$ cat config.mk
export PLATFORM = sky130hd
export DESIGN_NAME = mem_bus_arbiter
export DESIGN_NICKNAME = d
export VERILOG_FILES = /design/src/rtl/mem_bus_arbiter.sv
export SDC_FILE = /design/constraint.sdc
export NUM_CORES = 1
export LEC_CHECK = 0
export BUFFER_PORTS_ARGS = -buffer_cell sky130_fd_sc_hd__buf_4
export CAP_MARGIN = 20
export CORE_AREA = 2 2 199 201
export CTS_CLUSTER_SIZE = 8
export DETAILED_ROUTE_END_ITERATION = 8
export DIE_AREA = 0 0 201 203
export MAX_ROUTING_LAYER = met4
export PLACE_DENSITY = 0.43
export SLEW_MARGIN = 40
export SYNTH_ARGS = -nofsm -noshare
export SYNTH_HDL_FRONTEND = slang
export SYNTH_SLANG_ARGS = --single-unit
$ cat constraint.sdc
create_clock -name clk -period 4 [get_ports clk]
set_input_delay 0.6 -clock clk [delete_from_list [all_inputs] [get_ports clk]]
set_output_delay 0.6 -clock clk [all_outputs]
set_load 0.01 [all_outputs]
$ cat src/rtl/mem_bus_arbiter.sv
// Two-requester (instruction fetch / data) arbiter onto one shared memory port.
// One outstanding transaction, round-robin on contention, sticky wait-timeout flag.
//
// state | meaning
// IDLE  | no transaction outstanding; grant any valid requester this cycle
// BUSY  | latched request driven downstream; waiting for mresp_data_ok
module mem_bus_arbiter #(
  parameter int INIT_PRIO = 0,
  parameter int TIMEOUT   = 255
) (
  input  logic        clk,
  input  logic        rst,
  input  logic        ireq_valid,
  input  logic [63:0] ireq_addr,
  output logic        iresp_data_ok,
  output logic [31:0] iresp_data,
  input  logic        dreq_valid,
  input  logic [63:0] dreq_addr,
  input  logic [2:0]  dreq_size,
  input  logic [7:0]  dreq_strobe,
  input  logic [63:0] dreq_data,
  output logic        dresp_data_ok,
  output logic [63:0] dresp_data,
  output logic        mreq_valid,
  output logic [63:0] mreq_addr,
  output logic [2:0]  mreq_size,
  output logic [7:0]  mreq_strobe,
  output logic [63:0] mreq_data,
  input  logic        mresp_data_ok,
  input  logic [63:0] mresp_data,
  output logic        busy,
  output logic        owner,
  output logic        err
);

  localparam logic       INIT_OWNER  = (INIT_PRIO != 0);
  localparam logic [7:0] TIMEOUT_CNT = 8'(TIMEOUT);

  typedef enum logic {IDLE, BUSY} state_t;

  state_t      state, state_nxt;
  logic        grant, grant_instr;
  logic        last_grant;
  logic [7:0]  wait_cnt, wait_inc;
  logic [63:0] lat_addr, lat_data;
  logic [2:0]  lat_size;
  logic [7:0]  lat_strobe;
  logic        resp_fire;

  always_comb begin
    state_nxt   = state;
    grant       = 1'b0;
    grant_instr = 1'b0;
    case (state)
      IDLE: begin
        if (ireq_valid || dreq_valid) begin
          grant       = 1'b1;
          state_nxt   = BUSY;
          // owner encoding: 1 = instruction, so contention favours ~last_grant
          grant_instr = (ireq_valid && dreq_valid) ? ~last_grant : ireq_valid;
        end
      end
      BUSY: begin
        if (mresp_data_ok) state_nxt = IDLE;
      end
      default: state_nxt = IDLE;
    endcase
  end

  assign wait_inc = (wait_cnt == 8'hFF) ? 8'hFF : wait_cnt + 8'd1;

  always_ff @(posedge clk) begin
    if (rst) begin
      state      <= IDLE;
      owner      <= INIT_OWNER;
      last_grant <= ~INIT_OWNER;
      wait_cnt   <= 8'd0;
      err        <= 1'b0;
      lat_addr   <= 64'd0;
      lat_size   <= 3'd0;
      lat_strobe <= 8'd0;
      lat_data   <= 64'd0;
    end else begin
      state <= state_nxt;
      if (grant) begin
        owner      <= grant_instr;
        last_grant <= grant_instr;
        wait_cnt   <= 8'd0;
        if (grant_instr) begin
          lat_addr   <= ireq_addr;
          lat_size   <= 3'b010;
          lat_strobe <= 8'd0;
          lat_data   <= 64'd0;
        end else begin
          lat_addr   <= dreq_addr;
          lat_size   <= dreq_size;
          lat_strobe <= dreq_strobe;
          lat_data   <= dreq_data;
        end
      end else if (state == BUSY && !mresp_data_ok) begin
        wait_cnt <= wait_inc;
        if (wait_inc >= TIMEOUT_CNT) err <= 1'b1;
      end
    end
  end

  assign busy        = (state == BUSY);
  assign mreq_valid  = busy;
  assign mreq_addr   = lat_addr;
  assign mreq_size   = lat_size;
  assign mreq_strobe = lat_strobe;
  assign mreq_data   = lat_data;

  // reset cycle suppresses any response even though state is still BUSY
  assign resp_fire     = busy && mresp_data_ok && !rst;
  assign iresp_data_ok = resp_fire && owner;
  assign dresp_data_ok = resp_fire && !owner;
  assign iresp_data    = lat_addr[2] ? mresp_data[63:32] : mresp_data[31:0];
  assign dresp_data    = mresp_data;

endmodule

==> impl_metrics.yaml, run 1 <==
outcome:
  outcome: "completed"
global_route:
  overflow: 0
  grtUsageTotal: 0.170
  grt_pass1_wl_um: 50300
  antenna_found_initial: 3
  grt_pass1_vias: 7411
  grt_max_degree: 72
floorplanning:
  die_w_um: 201
  rows: 72
  io_pins: 513
  fp.dieH_um: 203
  fp.dieArea_um2: 40800
  coreArea_um2: 38500
  floorplan.initialDensity: 0.180
setup_path:
  cp_slowest_cell: "mux2_2"
  path_common_cell: "buf_4"
  arrival_ns: 1.74
  crit_family: "buffers and inverters"
  path_max_fanout: 33
  crit_chain: "buf_4 -> mux2_2 -> buf_4"
  crit_buf_inv: 2
  crit_path_end_kind: "output pin"
  critical_path.max_stage_delay_ns: 0.40
  cp-start-kind: "register"
  required_ns: 3.40
  crit_type: "register to output pin"
clocking:
  insertion_delay_ns: 0.44
  cts_tree: "yes"
  clock_path_buffers: 2
  clk_pin_slew_ns: 0.07
  cts_resized: 0
  post_cts_buffers: 0
  root_buffer: "clkbuf_16"
  numCtsBuffers: 17
  h-tree-depth: 4
  cts_hold_buf: 0
  cts.sinks: 151
synth:
  synth_area_leaders: "dfxtp_1, o21ai_0, a22o_1, o2111ai_1, buf_4"
  yosysSeqAreaShare: 0.438
  synth_nets: 1002
  synth_area_per_cell_um2: 9.48
  synth_cell_types: 38
  synthTopCellsByCount: "dfxtp_1, o21ai_0, a22o_1, a31oi_1, buf_4"
  synth-edff-count: 0
  yosys_warnings: 0
  yosys.area.top_type: "dfxtp_1"
  synthArstFlopShare: 0
  syn-cell-area_um2: 6910
  yosys_most_used_dff: "dfxtp_1"
  netlist.area_leader.share: 0.438
  ys_seq_elements: 151
  yosysMostFrequentCell: "dfxtp_1"
  syn_inst: 729
place:
  port_buffers: 512
  place_ws_ns: 1.35
  place_hpwl_um: 27000
  gp_congestion: 0.949
sta:
  period_share: 0.585
  fin_crit_ns: 2.34
  fin_worst_skew_ns: 0.0115
  setup_ws_ns: 1.66
  setup_viol: 0
  rsz0062_at_grt: "false"
  max_clock_freq_mhz: 427
  finalMaxSlewViolations: 0
  hold_violations: 0
  worst_slew_pin_slew_ns: 0.726
  relSlewSlack: 0.515
  tns_ns: 0
routing:
  remaining_drc_errors: 0
  drtIter0Drc: 451
  vias: 7485
  detail-route-antenna-nets: 0
  wire_per_inst_um: 21.4
  wl_um: 35500
  vias_per_cell: 4.52
  drtPass1Iterations: 5
job:
  maxCapViolations: 0
power_and_ir_drop:
  p_per_area_nw_per_um2: 391
  peakVddDrop_v: 0.000277
  power_leakage_nw: 4.93
hold_path:
  hold_path.class: "input port to register"
cells_and_area:
  nNetsFinal: 1396
  area_growth_pct: 63.1
  layout-drive-gt1-share: 0.527
[report_power, final]
group          internal (mW)  total [mW]  switching [mW]
logic                  0.532        1.07           0.535
clock network          0.909        1.65           0.739
registers               1.62        1.69          0.0687
total                   3.06        4.41            1.34
[cell families (layout without fill, tap and decap cells)]
logic type      count (synthesis)  after routing  share of synthesized area
compound gates                359            359                      0.356
buf+inv                       155            562                      0.125
flops                         151            151                      0.438
mux                            32             32                     0.0522
simple gates                   31             31                     0.0273
fa+ha+maj                       1              1                    0.00181
other cells                     0              3                          0
[through the flow]
step | power (mW) | instances | utilization | cell area, um^2 | hold WS, ns
finish | 4.41 | 1657 | 0.293 | 11300 | 0.363
global route | 4.62 | 1657 | 0.293 | 11300 | 0.330
CTS | 4.48 | 1654 | 0.293 | 11300 | 0.323
detailed placement | 2.80 | 1622 | 0.277 | 10700 | 0.447
global placement | 2.80 | 1622 | 0.277 | 10700 | 0.441
floorplan | 2.20 | 729 | - | 6910 | 0.472
[state kept, by name (all words and copies together) (netlist names)]
register     count
err              1
mreq_size        3
busy             1
mreq_strobe      8
mreq_addr       64
mreq_data       64
owner            1
wait_cnt         8
last_grant       1
[worst reg2reg max path: cells and delay by family (launching register included)]
kind	cells	cell delay, ns
AO/OA/AOI/OAI	3	1.08
flip-flops	1	0.47
buffers and inverters	1	0.53
[worst paths after layout]
kind,end,cells after the start,startpoint,slack [ns]
worst min register to register,mreq_size[2]$_SDFFE_PP0P_,2,mreq_size[2]$_SDFFE_PP0P_,0.46
worst min-delay path,mreq_data[43]$_SDFFE_PP0P_,2,dreq_data[43],0.36
worst max-delay path,iresp_data[25],3,mreq_addr[2]$_SDFFE_PP0P_,1.66
worst max register to register,mreq_addr[46]$_SDFFE_PP0P_,4,busy$_SDFF_PP0_,1.84
[metal layers]
| metal | up-vias | GRT usage | share of wire |
|---|---|---|---|
| li1 | 3565 | - | - |
| met1 | 3544 | 0.185 | 0.39 |
| met2 | 356 | 0.301 | 0.53 |
| met3 | 20 | 0.0467 | 0.067 |
| met4 | 0 | 0.0521 | 0.016 |
| met5 | - | - | 0 |
[final cells by class]
| class | count | area, um^2 |
|---|---|---|
| Sequential cell | 151 | 3020 |
| Fill cell | 4121 | 27200 |
| Clock buffer | 19 | 453 |
| Clock inverter | 13 | 135 |
| Antenna cell | 3 | 7.51 |
| Tap cell | 518 | 648 |
| Inverter | 5 | 18.8 |
| Timing Repair Buffer | 525 | 3950 |
| Multi-Input combinational cell | 423 | 3040 |
[placed cells by master (no fill, tap or decap), drive strengths merged, types with 4 or more instances in the layout]
master and instances:
clkinv 5, o211ai 6, a31oi 69, a21oi 9
clkbuf 19, mux2 32, buf 525, o2111ai 65
inv 11, a22o 71, dfxtp 151, nand2 7
a211oi 5, o21ai 129, and3 4
Power figures use the tool's default switching activity.
==> run 2: changes to the inputs <==
Settings changed: ABC_AREA from default to 1, CORE_AREA 2 2 199 201 to 2 2 200 202, DIE_AREA 0 0 201 203 to 0 0 202 204.
Clock period 4 ns to 2.3 ns, I/O delays scaled along.
==> run 2 against run 1 <==
Compared with the run above: sequential share of layout area is 0.33 points lower; design area is 1.3% higher; sequential cell count stayed put; critical path type unchanged; core utilization is 0.18 points lower; combinational power is 79% higher; critical endpoint is now iresp_data[22].
==> impl_metrics.yaml, run 2 <==
synth:
  syn_inst: 805
  ys_seq_elements: 151
  synthTopCellsByCount: "nand2_1, dfxtp_1, nor2_1, buf_4, a32o_1"
  yosysMostFrequentCell: "nand2_1"
  synthSimpleGateAreaFrac: 0.193
  synth_cell_types: 30
  synth_top_family_by_area: "compound AO/OA/AOI/OAI gates"
  synth_area_leaders: "dfxtp_1, a32o_1, nand2_1, o31ai_2, buf_4"
  yosysSeqAreaShare: 0.438
  synth-compound-area-share: 0.227
  syn-cell-area_um2: 6910
  yosys_warnings: 0
  synth_xor_area_frac: 0.00127
  synth-edff-count: 0
  synthArstFlopShare: 0
  synth_area_per_cell_um2: 8.58
  synth_nets: 1078
  synthAdderAreaFrac: 0.00181
  muxShareOfSynthArea: 0
  netlist.area_leader.share: 0.438
  yosys_most_used_dff: "dfxtp_1"
  yosys.area.top_type: "dfxtp_1"
place:
  port_buffers: 512
  place_hpwl_um: 25300
  dp.cells: 1728
  gp_congestion: 0.861
  place_ws_ns: 0.568
floorplanning:
  fp.dieH_um: 204
  rows: 73
  fp.dieArea_um2: 41200
  die_w_um: 202
  coreArea_um2: 39200
  floorplan.initialDensity: 0.176
  io_pins: 513
power_and_ir_drop:
  finalPower_mw: 7.95
  p_per_area_nw_per_um2: 696
  combPwrFrac: 0.240
  seq_power_share: 0.373
  power_leakage_nw: 5.39
  peakVddDrop_v: 0.000390
  p_int_mw: 5.70
  clkPwrFrac: 0.386
  switchingPower_mw: 2.24
  p_sw_frac: 0.282
routing:
  detail-route-antenna-nets: 0
  vias_per_cell: 4.17
  wire_per_inst_um: 18.6
  drtPass1Iterations: 5
  wl_um: 32900
  remaining_drc_errors: 0
  vias: 7375
  drtIter0Drc: 346
clocking:
  cts_tree: "yes"
  clk_pin_slew_ns: 0.07
  cts_resized: 0
  root_buffer: "clkbuf_16"
  cts.sinks: 151
  post_cts_buffers: 0
  clock_path_buffers: 2
  numCtsBuffers: 17
  cts_hold_buf: 0
  insertion_delay_ns: 0.44
  h-tree-depth: 4
sta:
  hold_violations: 0
  fin_worst_skew_ns: 0.00904
  fin_crit_ns: 1.90
  setup_ws_ns: 0.398
  finalMaxSlewViolations: 0
  tns_ns: 0
  max_clock_freq_mhz: 526
  relSlewSlack: 0.620
  worst_slew_pin_slew_ns: 0.571
  setup_viol: 0
  rsz0062_at_grt: "false"
  period_share: 0.827
outcome:
  outcome: "completed"
cells_and_area:
  finish.utilization: 0.291
  final_common_cell: "buf_4"
  area_growth_pct: 65.2
  stdcell_count: 1770
  final_cell_mix: "buf_4, nand2_1, dfxtp_1"
  nNetsFinal: 1496
  layout-drive-gt1-share: 0.500
setup_path:
  cp-start-kind: "register"
  cp_slowest_cell: "buf_4"
  crit_type: "register to output pin"
  path_max_fanout: 33
  required_ns: 1.96
  cp-startpoint: "mreq_addr[2]$_SDFFE_PP0P_"
  crit_path_end_kind: "output pin"
  arrival_ns: 1.56
  reg2reg_from: "wait_cnt[0]$_SDFFE_PP0P_"
  crit_chain: "buf_4 -> nand2_1 -> nand2_1 -> buf_4"
  critical_path.max_stage_delay_ns: 0.36
  r2r_setup_slack_ns: 0.70
global_route:
  grtUsageTotal: 0.157
  grt_pass1_vias: 7407
  grt_pass1_wl_um: 46600
  antenna_found_initial: 10
  grt_max_degree: 104
  overflow: 0
job:
  maxCapViolations: 0
hold_path:
  hold_path.class: "input port to register"
  hold_path_startpoint: "dreq_data[9]"
[run 2: layer usage]
metal,vias to the layer above,part of all wire,global-route usage
li1,3534,-,-
met3,42,0.076,0.0521
met1,3457,0.38,0.163
met4,0,0.039,0.0806
met5,-,0,-
met2,342,0.50,0.266
[run 2: layout make-up]
class | instances | area [um^2]
timing repair buffer | 526 | 4040
inverter | 24 | 90.1
multi-input combinational | 503 | 2940
tap | 525 | 657
sequential | 151 | 3020
fill | 4222 | 27800
clock inverter | 11 | 171
clock buffer | 20 | 467
antenna | 10 | 25.0
[run 2: logic make-up after synthesis]
kind of cell	Yosys count
AOI/OAI and AO/OA	156
xor gates and xnor gates	1
adders and majority gates	1
buffers and inverters	151
DFF	151
and+or+nand+nor	345
[run 2: final timing paths]
check                         endpoint  cells past startpoint
max                     iresp_data[22]                      4
min          mreq_data[9]$_SDFFE_PP0P_                      2
min reg2reg           err$_SDFFE_PP0P_                      2
max reg2reg           err$_SDFFE_PP0P_                      9
[run 2: through the flow]
stage / cell area, um^2 / hold WS (ns)
finish: 11400 / 0.147
global route: 11400 / 0.115
global placement: 10700 / 0.444
detailed placement: 10700 / 0.443
CTS: 11400 / 0.118
floorplan: 6910 / 0.427
[run 2: worst max-delay path, delay by kind of cell, from the launching register on]
family,cells,cell delay (ns)
buf+inv,2,0.51
flops,1,0.33
simple gates,2,0.26
[run 2: power groups by stage]
stage / combinational [mW] / sequential [mW] / clock [mW]
2_1_floorplan: 0.779 / 3.11 / 0
3_3_place_gp: 1.94 / 3.02 / 0
3_5_place_dp: 1.93 / 3.02 / 0
4_1_cts: 1.93 / 2.97 / 3.18
5_1_grt: 2.05 / 2.99 / 3.31
6_report: 1.91 / 2.97 / 3.07
==> run 3: changes to the inputs <==
Clock period 2.3 ns to 2 ns, I/O delays scaled along.
==> run 3 against run 2 <==
Compared with the run above: combinational power is 16% higher; design area is 0.21% higher; sequential power is 15% higher; first-iteration DRC count is 5.5% lower; power is 14% higher; sequential cell count stayed put; critical path type unchanged; critical endpoint is now iresp_data[30]; highest routed layer unchanged.
==> impl_metrics.yaml, run 3 (synthesized netlist as in run 2, its figures left out) <==
sta:
  max_clock_freq_mhz: 552
  fin_hold_ws_ns: 0.0987
  setup_viol: 0
  worst_slew_pin_slew_ns: 0.831
  hold_violations: 0
  fin_crit_ns: 1.81
  tns_ns: 0
  period_share: 0.906
  relSlewSlack: 0.446
  finalMaxSlewViolations: 0
  fin_worst_skew_ns: 0.0119
  rsz0062_at_grt: "false"
  setup_ws_ns: 0.188
cells_and_area:
  stdcell_area_um2: 11400
  fillers: 4233
  nNetsFinal: 1500
  stdcell_count: 1772
  finish.utilization: 0.292
  final_cell_mix: "buf_4, nand2_1, dfxtp_1"
  layout-drive-gt1-share: 0.501
  final_common_cell: "buf_4"
  area_growth_pct: 65.5
floorplanning:
  die_w_um: 202
  coreArea_um2: 39200
  io_pins: 513
  fp.dieArea_um2: 41200
  rows: 73
  floorplan.initialDensity: 0.176
  fp.dieH_um: 204
routing:
  detail-route-antenna-nets: 0
  vias: 7411
  wire_per_inst_um: 18.6
  wl_um: 32900
  drtIter0Drc: 327
  remaining_drc_errors: 0
  drtPass1Iterations: 7
  vias_per_cell: 4.18
setup_path:
  required_ns: 1.70
  crit_end: "iresp_data[30]"
  r2r_end: "mreq_data[41]$_SDFFE_PP0P_"
  path_max_fanout: 33
  crit_type: "register to output pin"
  reg2reg_from: "busy$_SDFF_PP0_"
  arrival_ns: 1.51
  r2r.worst_path.cells: 5
  r2r_setup_slack_ns: 0.34
  crit_path_end_kind: "output pin"
  cp-startpoint: "mreq_addr[2]$_SDFFE_PP0P_"
  cp-start-kind: "register"
clocking:
  insertion_delay_ns: 0.45
  cts_resized: 0
  clk_pin_slew_ns: 0.07
  cts_hold_buf: 0
  cts_tree: "yes"
  root_buffer: "clkbuf_16"
  cts.sinks: 151
  clock_path_buffers: 2
  post_cts_buffers: 0
  numCtsBuffers: 17
  h-tree-depth: 4
place:
  place_ws_ns: 0.312
  place_hpwl_um: 26000
  place_area_um2: 10800
  dp.cells: 1733
  port_buffers: 512
  gp_congestion: 0.872
global_route:
  grt_pass1_wl_um: 46600
  grt_pass1_vias: 7235
  grtUsageTotal: 0.157
  overflow: 0
  grt_max_degree: 75
  antenna_found_initial: 7
power_and_ir_drop:
  clkPwrFrac: 0.378
  finalPower_mw: 9.04
  p_sw_frac: 0.292
  peakVddDrop_v: 0.000441
  p_per_area_nw_per_um2: 790
  combPwrFrac: 0.244
  power_leakage_nw: 5.41
  seq_power_share: 0.377
  switchingPower_mw: 2.64
  p_int_mw: 6.40
outcome:
  outcome: "completed"
job:
  maxCapViolations: 0
hold_path:
  hold_path.class: "input port to register"
[run 3: cell types whose count changed in the layout (fill, tap and decap cells not counted), moves of 2 or more]
cell and change:
buf_12 +2, clkbuf_8 -2, inv_6 +2, buf_4 +2, clkinv_4 +2, diode_2 -3
[run 3: cell type report]
class | count | area [um^2] | share of cell area
clock buffer | 19 | 443 | 0.0387
tap | 525 | 657 | 0.0574
antenna | 7 | 17.5 | 0.00153
multi-input combinational | 503 | 2940 | 0.257
sequential | 151 | 3020 | 0.264
timing repair buffer | 530 | 4090 | 0.358
inverter | 24 | 90.1 | 0.00788
clock inverter | 13 | 171 | 0.0150
[run 3: power groups by stage]
stage / Combinational [mW] / Clock, mW / Sequential [mW]
6_report: 2.21 / 3.42 / 3.41
5_1_grt: 2.38 / 3.69 / 3.44
4_1_cts: 2.25 / 3.55 / 3.41
3_5_place_dp: 2.24 / 0 / 3.48
2_1_floorplan: 0.896 / 0 / 3.58
3_3_place_gp: 2.25 / 0 / 3.47
[run 3: worst max-delay path, stage by stage, from the launching register on]
cell and delay (ns):
dfxtp_1 0.31, inv_1 0.05, buf_4 0.33, nand2_1 0.16, nand2_1 0.10, buf_4 0.12
[run 3: worst min path at each step]
| stage | from | end | slack [ns] | cells past startpoint |
|---|---|---|---|---|
| finish | dreq_data[47] | mreq_data[47]$_SDFFE_PP0P_ | 0.1 | 2 |
| global route | dreq_data[17] | mreq_data[17]$_SDFFE_PP0P_ | 0.06 | 2 |
| CTS | dreq_strobe[7] | mreq_strobe[7]$_SDFFE_PP0P_ | 0.07 | 2 |
| detailed placement | last_grant$_SDFFE_PP1P_ | last_grant$_SDFFE_PP1P_ | 0.45 | 2 |
| global placement | mreq_addr[19]$_SDFFE_PP0P_ | mreq_addr[19]$_SDFFE_PP0P_ | 0.44 | 2 |
| floorplan | last_grant$_SDFFE_PP1P_ | last_grant$_SDFFE_PP1P_ | 0.43 | 2 |
[run 3: metal layers]
layer  track usage  share of wire
met1         0.168           0.38
met2         0.269           0.51
met3        0.0454          0.075
met4        0.0730          0.032
met5             -              0
